`src/rtl/mux_2to1_rr_arbiter.sv`:
```
// Round-robin 2:1 arbiter feeding a one-entry registered output stage.
// The grant pointer moves to the other channel after every transfer.
// The output register is reloaded whenever it is empty or being consumed.
module mux_2to1_rr_arbiter #(
  parameter int unsigned DATA_W    = 8,
  parameter bit          PRIO_INIT = 1'b0
) (
  input  logic              clk,
  input  logic              rst_n,
  input  logic [DATA_W-1:0] din0,
  input  logic              din0_valid,
  output logic              din0_ready,
  input  logic [DATA_W-1:0] din1,
  input  logic              din1_valid,
  output logic              din1_ready,
  output logic [DATA_W-1:0] dout,
  output logic              dout_valid,
  input  logic              dout_ready,
  output logic              sel
);

  typedef enum logic {
    EMPTY = 1'b0,
    FULL  = 1'b1
  } state_t;

  state_t            state_q, state_d;
  logic [DATA_W-1:0] dout_q, dout_d;
  logic              sel_q, sel_d;
  logic              prio_q, prio_d;
  logic              load_en_c;
  logic              grant_vld_c;
  logic              grant_c;

  // Next-state, grant, input handshakes and output register updates.
  always_comb begin
    state_d     = state_q;
    dout_d      = dout_q;
    sel_d       = sel_q;
    prio_d      = prio_q;
    grant_vld_c = 1'b0;
    grant_c     = 1'b0;
    din0_ready  = 1'b0;
    din1_ready  = 1'b0;

    // The slot can take a word when empty or when its current word leaves now.
    load_en_c = (state_q == EMPTY) | dout_ready;

    if (load_en_c) begin
      unique case ({din1_valid, din0_valid})
        2'b01: begin
          grant_vld_c = 1'b1;
          grant_c     = 1'b0;
        end
        2'b10: begin
          grant_vld_c = 1'b1;
          grant_c     = 1'b1;
        end
        2'b11: begin
          grant_vld_c = 1'b1;
          grant_c     = prio_q;
        end
        default: begin
          grant_vld_c = 1'b0;
          grant_c     = 1'b0;
        end
      endcase
    end

    din0_ready = grant_vld_c & ~grant_c;
    din1_ready = grant_vld_c & grant_c;

    unique case (state_q)
      EMPTY: begin
        if (grant_vld_c) begin
          state_d = FULL;
        end
      end
      FULL: begin
        if (dout_ready && !grant_vld_c) begin
          state_d = EMPTY;
        end
      end
      default: state_d = EMPTY;
    endcase

    // A grant always loads the slot and hands priority to the other channel.
    if (grant_vld_c) begin
      dout_d = grant_c ? din1 : din0;
      sel_d  = grant_c;
      prio_d = ~grant_c;
    end
  end

  // State and output registers with asynchronous reset.
  always_ff @(posedge clk or negedge rst_n) begin
    if (!rst_n) begin
      state_q <= EMPTY;
      dout_q  <= '0;
      sel_q   <= 1'b0;
      prio_q  <= PRIO_INIT;
    end else begin
      state_q <= state_d;
      dout_q  <= dout_d;
      sel_q   <= sel_d;
      prio_q  <= prio_d;
    end
  end

  assign dout       = dout_q;
  assign dout_valid = (state_q == FULL);
  assign sel        = sel_q;

endmodule

```
`config.mk`:
```
export PLATFORM = sky130hd
export DESIGN_NAME = mux_2to1_rr_arbiter
export DESIGN_NICKNAME = d
export VERILOG_FILES = /design/src/rtl/mux_2to1_rr_arbiter.sv
export SDC_FILE = /design/constraint.sdc
export NUM_CORES = 1
export LEC_CHECK = 0
export CORE_MARGIN = 2
export CORE_UTILIZATION = 38
export CTS_CLUSTER_SIZE = 16
export DETAILED_ROUTE_END_ITERATION = 12
export MAX_ROUTING_LAYER = met4
export PLACE_DENSITY_LB_ADDON = 0.05
export SLEW_MARGIN = 20
export SYNTH_ARGS = -nofsm -noshare
export SYNTH_HDL_FRONTEND = slang
export SYNTH_SLANG_ARGS = --single-unit
```
`constraint.sdc`:
```
create_clock -name clk -period 2.2 [get_ports clk]
set_input_delay 0.44 -clock clk [delete_from_list [all_inputs] [get_ports clk]]
set_output_delay 0.44 -clock clk [all_outputs]
set_load 0.02 [all_outputs]
```
==> results.md, run 1 <==
- Mapped Cells: 47
- Sequential element share of the synthesized area: 0.494
- Sink Count: 11
- Post-DR vias/cell: 5.33
- Post-Synth Adder-Cell Area: 0
- Static leakage: 0.410 nW
- Fill cells: 115
- Drt first pass iters: 4
- Count of state elements after synthesis: 11
- Initial Util: 0.417
- Max_cap viols: 0
- Initial DRC count: 18
- Largest family of logic cells by synthesized area: compound AO/OA/AOI/OAI gates
- Most common cell after layout, fill and taps aside: clkdlybuf4s50_1
- Fmax: 0.472 GHz
- Layout Nets: about 110
- Critical path capture point type: output pin
- Max incr delay on CP: 0.47 ns
- CTS tree: yes
- Rows: 13
- Post-synthesis simple-gate area fraction: 0.202
- Area added between synthesis and finish: 68.3%
- Die Width: 42.3 um
- WP data required: around 1.8 ns
- Avg Cell Area, Syn: 11.8 sq um
- Post-layout min period: 2.12 ns
- CTS Hold Buffers Added: 0
- Cts repair resizes: 2
- Pin count of the biggest net entering global routing: 12
- Critical Path Source Type: input pin
- Design Area, Final: ~940 sq um
- Arr. time, crit path: ~1.7 ns
- Crit Path Class: input pin to output pin
- CP max FO: 4
- I/O pin cnt: 33
- Final Max Slew Viols: 0
- Core ar.: 0.00133 sq mm
- Outcome: complete, no violations
- VDD IR max: 0.000316 V
- Setup TNS: 0 ns
- Pwr/cell area: 664 mW/mm^2
- Slowest library cell on the worst path: clkdlybuf4s50_1
- Crit-path cells: clkdlybuf4s50_1 > nor2b_2 > nor3b_2 > dlygate4sd2_1
- Initial antenna violation count: 0
- Residual DRC count: 0
- Root Driver: clkbuf_4
- Clk slew on worst S/H paths: 0.08 ns
- Die height: 42.3 um
- Distinct cells, synth: 15
- Gp weighted congestion: 0.731
- Vias in the first global route: approximately 560
- Fin crit share: 0.963
- All-Layer GR Usage: 0.182
- Worst-Skew Late Latency: 0.27 ns
- Synth Area in Compound Gates: 0.247
- Slew @ Worst Pin: 0.508 ns
- Final hold violations: 0
- Die area: 0.00179 sq mm
- Post-CTS Setup Inserts: 0
- Final Skew: 0.00335 ns
- WL/cell: between 15 and 20 um
- YS warnings: 0
- Port-buffer cells: 32
- # diodes: 0
- HPWL after DPL: 1190 um
- ANT nets after route: 0
- Wirelength, routed: between 1500 and 2000 um
- RSZ-0062 raised after global routing: false
- Placed cell area: 913 sq um
- Setup-failing EPs final: 0
- Mapped cell area: 557 sq um
- CTS Buffer Depth: 2
- Cts bufs inserted: 3
- Via count: 538
- Slew headroom: 0.660
- Share of layout cells above drive strength 1: 0.291
- H-Tree Depth: 1
- Total global routing overflow: 0
- Xor/xnor share of the synthesized area: 0
- Worst Hold Class: input pin to asynchronous set/reset pin
- Fin util: 0.703
- Syn nets: 68
- First-pass GRT wire length: 2370 um
- Most frequent cells in the layout: 30 x clkdlybuf4s50_1, 11 x dfrtp_1, 8 x nand2_1, 8 x nor3_1, 8 x a221o_2
- Multiplexer share of the synthesized area: 0
## kinds of logic (layout without fill, tap and decap cells)
| family | count (synthesis) | after routing |
|---|---|---|
| DFF | 11 | 11 |
| buffers and inverters | 4 | 43 |
| AOI/OAI and AO/OA | 12 | 12 |
| and+or+nand+nor | 20 | 20 |
## worst paths after layout
path | start | end | slack (ns) | depth (start not counted)
max in group asynchronous | rst_n | dout[1]$_DFFE_PN0P_ | 1.35 | 1
worst min register to register | sel$_DFFE_PN0P_ | sel$_DFFE_PN0P_ | 0.51 | 1
worst max-delay path | din0_valid | din1_ready | 0.08 | 4
min in group clk | sel$_DFFE_PN0P_ | sel$_DFFE_PN0P_ | 0.51 | 1
worst max register to register | dout_valid$_DFF_PN0_ | dout[3]$_DFFE_PN0P_ | 0.74 | 4
worst min-delay path | rst_n | dout_valid$_DFF_PN0_ | 0.51 | 1
## flip-flops by register name (all words and copies together), names as in the netlist
name	count
prio_q	1
dout	8
dout_valid	1
sel	1
## critical path: cells and delay by family
family	cells	cell delay [ns]
simple gates	2	0.40
buf+inv	2	0.83
## per-layer routing
| metal | vias up | track usage | routed length [um] |
|---|---|---|---|
| met4 | 0 | 0.0375 | 0 |
| met3 | 0 | 0.0388 | 95 |
| li1 | 253 | - | - |
| met5 | - | - | 0 |
| met1 | 258 | 0.227 | 692 |
| met2 | 27 | 0.305 | 771 |
## through the flow
step	setup WS, ns	instances	hold WS, ns	total power [mW]
final	0.0818	101	0.505	0.623
after global routing	0.0185	101	0.524	0.654
after CTS	0.0732	101	0.504	0.627
after detailed placement	-0.203	97	0.488	0.487
after global placement	-0.210	97	0.480	0.482
after floorplan	0.657	47	0.144	0.363
## synthesized netlist by cell type
cell type   n  area [sq um]
buf_6       2          22.5
nor2b_2     1          8.76
nor3b_2     1          12.5
nor2b_4     1          13.8
a21o_1      1          7.51
a21o_2      1          8.76
inv_2       1          3.75
a221o_2     8          90.1
a211oi_4    1          20.0
dfrtp_1    11           275
or3_2       1          7.51
nor3_1      8          40.0
o21bai_2    1          11.3
nand2_1     8          30.0
buf_2       1          5.00
## power breakdown
part | internal, mW | total (mW) | switching (mW) | leakage [nW]
clock | 0.0701 | 0.143 | 0.0730 | 0.0150
combinational | 0.127 | 0.225 | 0.0980 | 0.262
sequential | 0.233 | 0.254 | 0.0216 | 0.133
## cell type report
cell class / count / area, sq um / share of cell area
Timing Repair Buffer: 38 / 363 / 0.387
Sequential cell: 11 / 275 / 0.294
Multi-Input combinational cell: 32 / 250 / 0.267
Clock buffer: 4 / 26.3 / 0.0280
Tap cell: 15 / 18.8 / 0.0200
Inverter: 1 / 3.75 / 0.00401
(Power assumes the default switching activity.)
==> inputs of run 2 (changes only) <==
--- a/config.mk
+++ b/config.mk
@@ -11,7 +11,9 @@
 export DETAILED_ROUTE_END_ITERATION = 12
 export MAX_ROUTING_LAYER = met4
 export PLACE_DENSITY_LB_ADDON = 0.05
+export SKIP_LAST_GASP = 1
 export SLEW_MARGIN = 20
 export SYNTH_ARGS = -nofsm -noshare
 export SYNTH_HDL_FRONTEND = slang
 export SYNTH_SLANG_ARGS = --single-unit
+export TNS_END_PERCENT = 50
==> results.md, run 2 (same netlist as run 1, synthesis figures left out) <==
- Residual DRC count: 0 (unchanged)
- Worst Hold Class: input pin to asynchronous set/reset pin (unchanged)
- Reg2reg start: dout_valid$_DFF_PN0_ (unchanged)
- Fin crit share: 0.963 (unchanged)
- Design Area, Final: 941 sq um (was 937 sq um)
- CTS Buffer Depth: 2 (unchanged)
- CTS tree: yes (unchanged)
- Pwr/cell area: 663 mW/mm^2 (was 664 mW/mm^2)
- Port-buffer cells: 32 (unchanged)
- Setup TNS: 0 ns (unchanged)
- Total global routing overflow: 0 (unchanged)
- Drt first pass iters: 4 (unchanged)
- Rows: 13 (unchanged)
- Max_cap viols: 0 (unchanged)
- Post-DR vias/cell: 5.33 (unchanged)
- Int Pwr: 0.431 mW (was 0.430 mW)
- Initial DRC count: 18 (unchanged)
- Layout Nets: 108 (unchanged)
- Placed cell area: 913 sq um (unchanged)
- Gp weighted congestion: 0.731 (unchanged)
- Max reg flops: 8 (unchanged)
- Power, Total: 0.623 mW (about the same)
- Wirelength, routed: 1560 um (about the same)
- Setup-failing EPs final: 0 (unchanged)
- Sequential cell fraction of total power: 0.408 (about the same)
- Die area: 0.00179 sq mm (unchanged)
- Root Driver: clkbuf_4 (unchanged)
- Most common cell after layout, fill and taps aside: clkdlybuf4s50_1 (unchanged)
- Final Max Slew Viols: 0 (unchanged)
- Post-CTS Setup Inserts: 0 (unchanged)
- RSZ-0062 raised after global routing: false (unchanged)
- Area added between synthesis and finish: 69.0% (was 68.3%)
- Post-layout min period: 2.12 ns (unchanged)
- WL/cell: 15.5 um (was 15.4 um)
- Sw Pwr: 0.193 mW (about the same)
- ANT nets after route: 0 (unchanged)
- Via count: 538 (unchanged)
- Final Skew: 0.00335 ns (unchanged)
- Comb pwr share: 0.363 (was 0.362)
- Initial antenna violation count: 0 (unchanged)
- Sw frac: 0.309 (about the same)
- Fmax: 0.472 GHz (unchanged)
- CP max FO: 4 (unchanged)
- Die Width: 42.3 um (unchanged)
- Die height: 42.3 um (unchanged)
- Clk slew on worst S/H paths: 0.08 ns (about the same)
- # diodes: 0 (unchanged)
- First-pass GRT wire length: 2370 um (unchanged)
- Fill cells: 114 (was 115)
- Crit Path Class: input pin to output pin (unchanged)
- Final hold violations: 0 (unchanged)
- H-Tree Depth: 1 (unchanged)
- Critical Path Source Type: input pin (unchanged)
- Cts bufs inserted: 3 (unchanged)
- Arr. time, crit path: 1.68 ns (about the same)
- Slew headroom: 0.660 (unchanged)
- Reg2reg path depth: 4 (unchanged)
- Vias in the first global route: 555 (unchanged)
- All-Layer GR Usage: 0.182 (unchanged)
- Critical path capture point type: output pin (unchanged)
- I/O pin cnt: 33 (unchanged)
- Sink Count: 11 (unchanged)
- Share of layout cells above drive strength 1: 0.291 (unchanged)
- Outcome: complete, no violations (unchanged)
- Slew @ Worst Pin: 0.508 ns (unchanged)
- HPWL after DPL: 1190 um (unchanged)
- R2R setup slack: 0.74 ns (about the same)
- Clk network pwr share: 0.230 (about the same)
- Pin count of the biggest net entering global routing: 12 (unchanged)
- Initial Util: 0.417 (unchanged)
- WP data required: 1.76 ns (about the same)
- Static leakage: 0.421 nW (was 0.410 nW)
- VDD IR max: 0.000316 V (about the same)
- Worst-Skew Late Latency: 0.27 ns (about the same)
- R2R Path End: dout[3]$_DFFE_PN0P_ (unchanged)
- Most frequent cells in the layout: 30 x clkdlybuf4s50_1, 11 x dfrtp_1, 8 x nand2_1, 8 x nor3_1, 8 x a221o_2 (unchanged)
- Core ar.: 0.00133 sq mm (unchanged)
==> run 2: cell types whose count changed in the layout (fill, tap and decap cells not counted), sizes merged <==
| cell | previous run | this run |
|---|---|---|
| dlymetal6s2s | 0 | 1 |
| dlygate4sd2 | 2 | 1 |
==> run 2: area by class of cell <==
class | count | area, sq um | area share
Clock buffer | 4 | 26.3 | 0.0279
Inverter | 1 | 3.75 | 0.00399
Multi-Input combinational cell | 32 | 250 | 0.266
Sequential cell | 11 | 275 | 0.293
Tap cell | 15 | 18.8 | 0.0199
Timing Repair Buffer | 38 | 367 | 0.390
==> run 2: critical path: stages <==
cell and delay [ns]:
clkdlybuf4s50_1 0.47, nor2b_2 0.19, nor3b_2 0.21, dlygate4sd2_1 0.36
==> run 2: worst max-delay path by stage <==
stage	startpoint	endpoint	slack, ns
finish	din0_valid	din1_ready	0.08
global route	din0_valid	din1_ready	0.02
CTS	din0_valid	din0_ready	-0.14
detailed placement	din0_valid	din1_ready	-0.20
global placement	din0_valid	din1_ready	-0.21
floorplan	dout_valid$_DFF_PN0_	din1_ready	0.66
==> run 2: power groups by stage <==
stage                     clock (mW)  combinational, mW  sequential, mW
after floorplan                    0             0.0736           0.289
after global placement             0              0.225           0.256
after detailed placement           0              0.229           0.257
after CTS                      0.145              0.229           0.254
after global routing           0.158              0.239           0.258
final                          0.143              0.226           0.254
==> run 2: through the flow <==
step / hold slack, ns / worst slack, ns / cells / utilization
3_3_place_gp: 0.480 / -0.210 / 97 / 0.685
5_1_grt: 0.524 / 0.0185 / 101 / 0.705
6_report: 0.505 / 0.0818 / 101 / 0.705
4_1_cts: 0.504 / -0.143 / 101 / 0.704
3_5_place_dp: 0.488 / -0.203 / 97 / 0.685
2_1_floorplan: 0.144 / 0.657 / 47 / -
==> run 2: what timing repair did <==
item	in CTS	in global routing
cloned	0	0
hold endpoints to repair	0	0
resized for setup	1	1
hold buffers	0	0
setup endpoints to repair	2	1
==> run 2: per-layer routing <==
metal	up-vias	global-route usage	part of all wire
met4	0	0.0375	0
met2	27	0.305	0.49
met3	0	0.0388	0.062
met1	258	0.227	0.44
li1	253	-	-
met5	-	-	0
==> inputs of run 3 (changes only) <==
--- a/config.mk
+++ b/config.mk
@@ -5,8 +5,10 @@
 export SDC_FILE = /design/constraint.sdc
 export NUM_CORES = 1
 export LEC_CHECK = 0
+export CORE_ASPECT_RATIO = 1.1
 export CORE_MARGIN = 2
 export CORE_UTILIZATION = 38
+export CTS_BUF_LIST = sky130_fd_sc_hd__clkbuf_16
 export CTS_CLUSTER_SIZE = 16
 export DETAILED_ROUTE_END_ITERATION = 12
 export MAX_ROUTING_LAYER = met4
==> results.md, run 3 (same netlist as run 1, synthesis figures left out) <==
- I/O pin cnt: 33 (unchanged)
- First-pass GRT wire length: 2280 um (was 2370 um)
- Final Skew: 0.00158 ns (was 0.00335 ns)
- Power, Total: 0.808 mW (was 0.623 mW)
- Total global routing overflow: 0 (unchanged)
- CTS Hold Buffers Added: 0 (unchanged)
- R2R setup slack: 0.73 ns (was 0.74 ns)
- CTS Buffer Depth: 2 (unchanged)
- HPWL after DPL: 1030 um (was 1190 um)
- Worst Hold Depth: 1
- Hold EP: dout[3]$_DFFE_PN0P_
- All-Layer GR Usage: 0.200 (was 0.182)
- Reg2reg start: dout_valid$_DFF_PN0_ (unchanged)
- Share of layout cells above drive strength 1: 0.282 (was 0.291)
- Fin crit share: 0.934 (was 0.963)
- Placed cell area: 907 sq um (was 913 sq um)
- WP data required: 1.76 ns (about the same)
- Final Max Slew Viols: 0 (unchanged)
- # diodes: 0 (unchanged)
- Post-DR vias/cell: 5.25 (was 5.33)
- Drt first pass iters: 4 (unchanged)
- Die area: 0.00179 sq mm (about the same)
- Initial Util: 0.408 (was 0.417)
- Rows: 14 (was 13)
- Sink Count: 11 (unchanged)
- Post-layout min period: 2.06 ns (was 2.12 ns)
- Fmax: 0.487 GHz (was 0.472 GHz)
- Pin count of the biggest net entering global routing: 12 (unchanged)
- Initial DRC count: 9 (was 18)
- Layout Nets: 107 (was 108)
- RSZ-0062 raised after global routing: false (unchanged)
- Port-buffer cells: 32 (unchanged)
- Crit Path Class: input pin to output pin (unchanged)
- Max reg flops: 8 (unchanged)
- H-Tree Depth: 1 (unchanged)
- Root Driver: clkbuf_16 (was clkbuf_4)
- R2R Path End: dout[0]$_DFFE_PN0P_ (was dout[3]$_DFFE_PN0P_)
- Design Area, Final: 987 sq um (was 941 sq um)
- Post-CTS Setup Inserts: 0 (unchanged)
- Static leakage: 0.443 nW (was 0.421 nW)
- Critical path capture point type: output pin (unchanged)
- Clk slew on worst S/H paths: 0.04 ns (was 0.08 ns)
- Max_cap viols: 0 (unchanged)
- Most common cell after layout, fill and taps aside: clkdlybuf4s50_1 (unchanged)
- Pwr/cell area: 819 mW/mm^2 (was 663 mW/mm^2)
- CP max FO: 3 (was 4)
- Worst-Skew Late Latency: 0.24 ns (was 0.27 ns)
- Worst Hold Class: flop to flop (was input pin to asynchronous set/reset pin)
- Cts repair resizes: 1 (unchanged)
- Core ar.: 0.00137 sq mm (was 0.00133 sq mm)
- Initial antenna violation count: 0 (unchanged)
- WL/cell: 14.4 um (was 15.5 um)
- Cts bufs inserted: 3 (unchanged)
- Area added between synthesis and finish: 77.3% (was 69.0%)
- Setup-failing EPs final: 0 (unchanged)
- Wirelength, routed: 1460 um (was 1560 um)
- Slew headroom: 0.675 (was 0.660)
- Outcome: complete, no violations (unchanged)
- Critical Path Source Type: input pin (unchanged)
- Fin util: 0.723 (was 0.705)
- Vias in the first global route: 518 (was 555)
- Residual DRC count: 0 (unchanged)
- Gp weighted congestion: 0.634 (was 0.731)
- WHS: 0.506 ns (was 0.505 ns)
- VDD IR max: 0.000580 V (was 0.000316 V)
- ANT nets after route: 0 (unchanged)
- Slew @ Worst Pin: 0.486 ns (was 0.508 ns)
- Arr. time, crit path: 1.62 ns (was 1.68 ns)
- Die height: 44.1 um (was 42.3 um)
- Via count: 530 (was 538)
- Hold path startpoint: dout[3]$_DFFE_PN0P_
- Reg2reg path depth: 4 (unchanged)
- Final hold violations: 0 (unchanged)
- CTS tree: yes (unchanged)
- Most frequent cells in the layout: 30 x clkdlybuf4s50_1, 11 x dfrtp_1, 8 x nand2_1, 8 x nor3_1, 8 x a221o_2 (unchanged)
- Die Width: 40.5 um (was 42.3 um)
==> run 3: changes by cell type in the layout (fill, tap and decap cells not counted) <==
cell       previous run  this run
clkbuf_16             0         3
clkbuf_4              3         0
buf_4                 6         5
clkbuf_1              1         0
inv_1                 0         1
==> run 3: how the worst max path moves through the flow <==
stage          slack (ns)          to                 start
2_1_floorplan        0.66  din1_ready  dout_valid$_DFF_PN0_
3_5_place_dp        -0.13  din1_ready            din0_valid
4_1_cts              -0.1  din0_ready            din0_valid
6_report             0.14  din1_ready            din0_valid
3_3_place_gp        -0.13  din1_ready            din0_valid
5_1_grt              0.06  din1_ready            din0_valid
==> run 3: final cells by class <==
class,instances,area [sq um]
multi-input cells,32,250
inverters,1,3.75
clock buffers,3,75.1
well taps,16,20.0
flip-flops and latches,11,275
fillers,110,379
clock inverters,1,3.75
repair buffers,37,359
==> run 3: worst max-delay path: stages <==
cell and delay [ns]:
clkdlybuf4s50_1 0.45, nor2b_2 0.18, nor3b_2 0.18, dlygate4sd2_1 0.36
==> run 3: stage by stage <==
| stage | cells | worst slack [ns] | setup TNS (ns) |
|---|---|---|---|
| global placement | 97 | -0.128 | -0.204 |
| finish | 101 | 0.145 | 0 |
| floorplan | 47 | 0.657 | 0 |
| global route | 101 | 0.0556 | 0 |
| detailed placement | 97 | -0.134 | -0.222 |
| CTS | 101 | -0.0984 | -0.0984 |
==> run 3: per-layer routing <==
layer	share of wire	GRT usage
met5	0	-
met4	0.016	0.0800
met3	0.053	0.0452
met2	0.52	0.327
met1	0.41	0.228
==> run 3: report_power, final <==
part	internal, mW	switching, mW	total (mW)
combinational	0.127	0.0970	0.224
clock	0.239	0.0908	0.329
sequential	0.234	0.0211	0.255
total	0.599	0.209	0.808
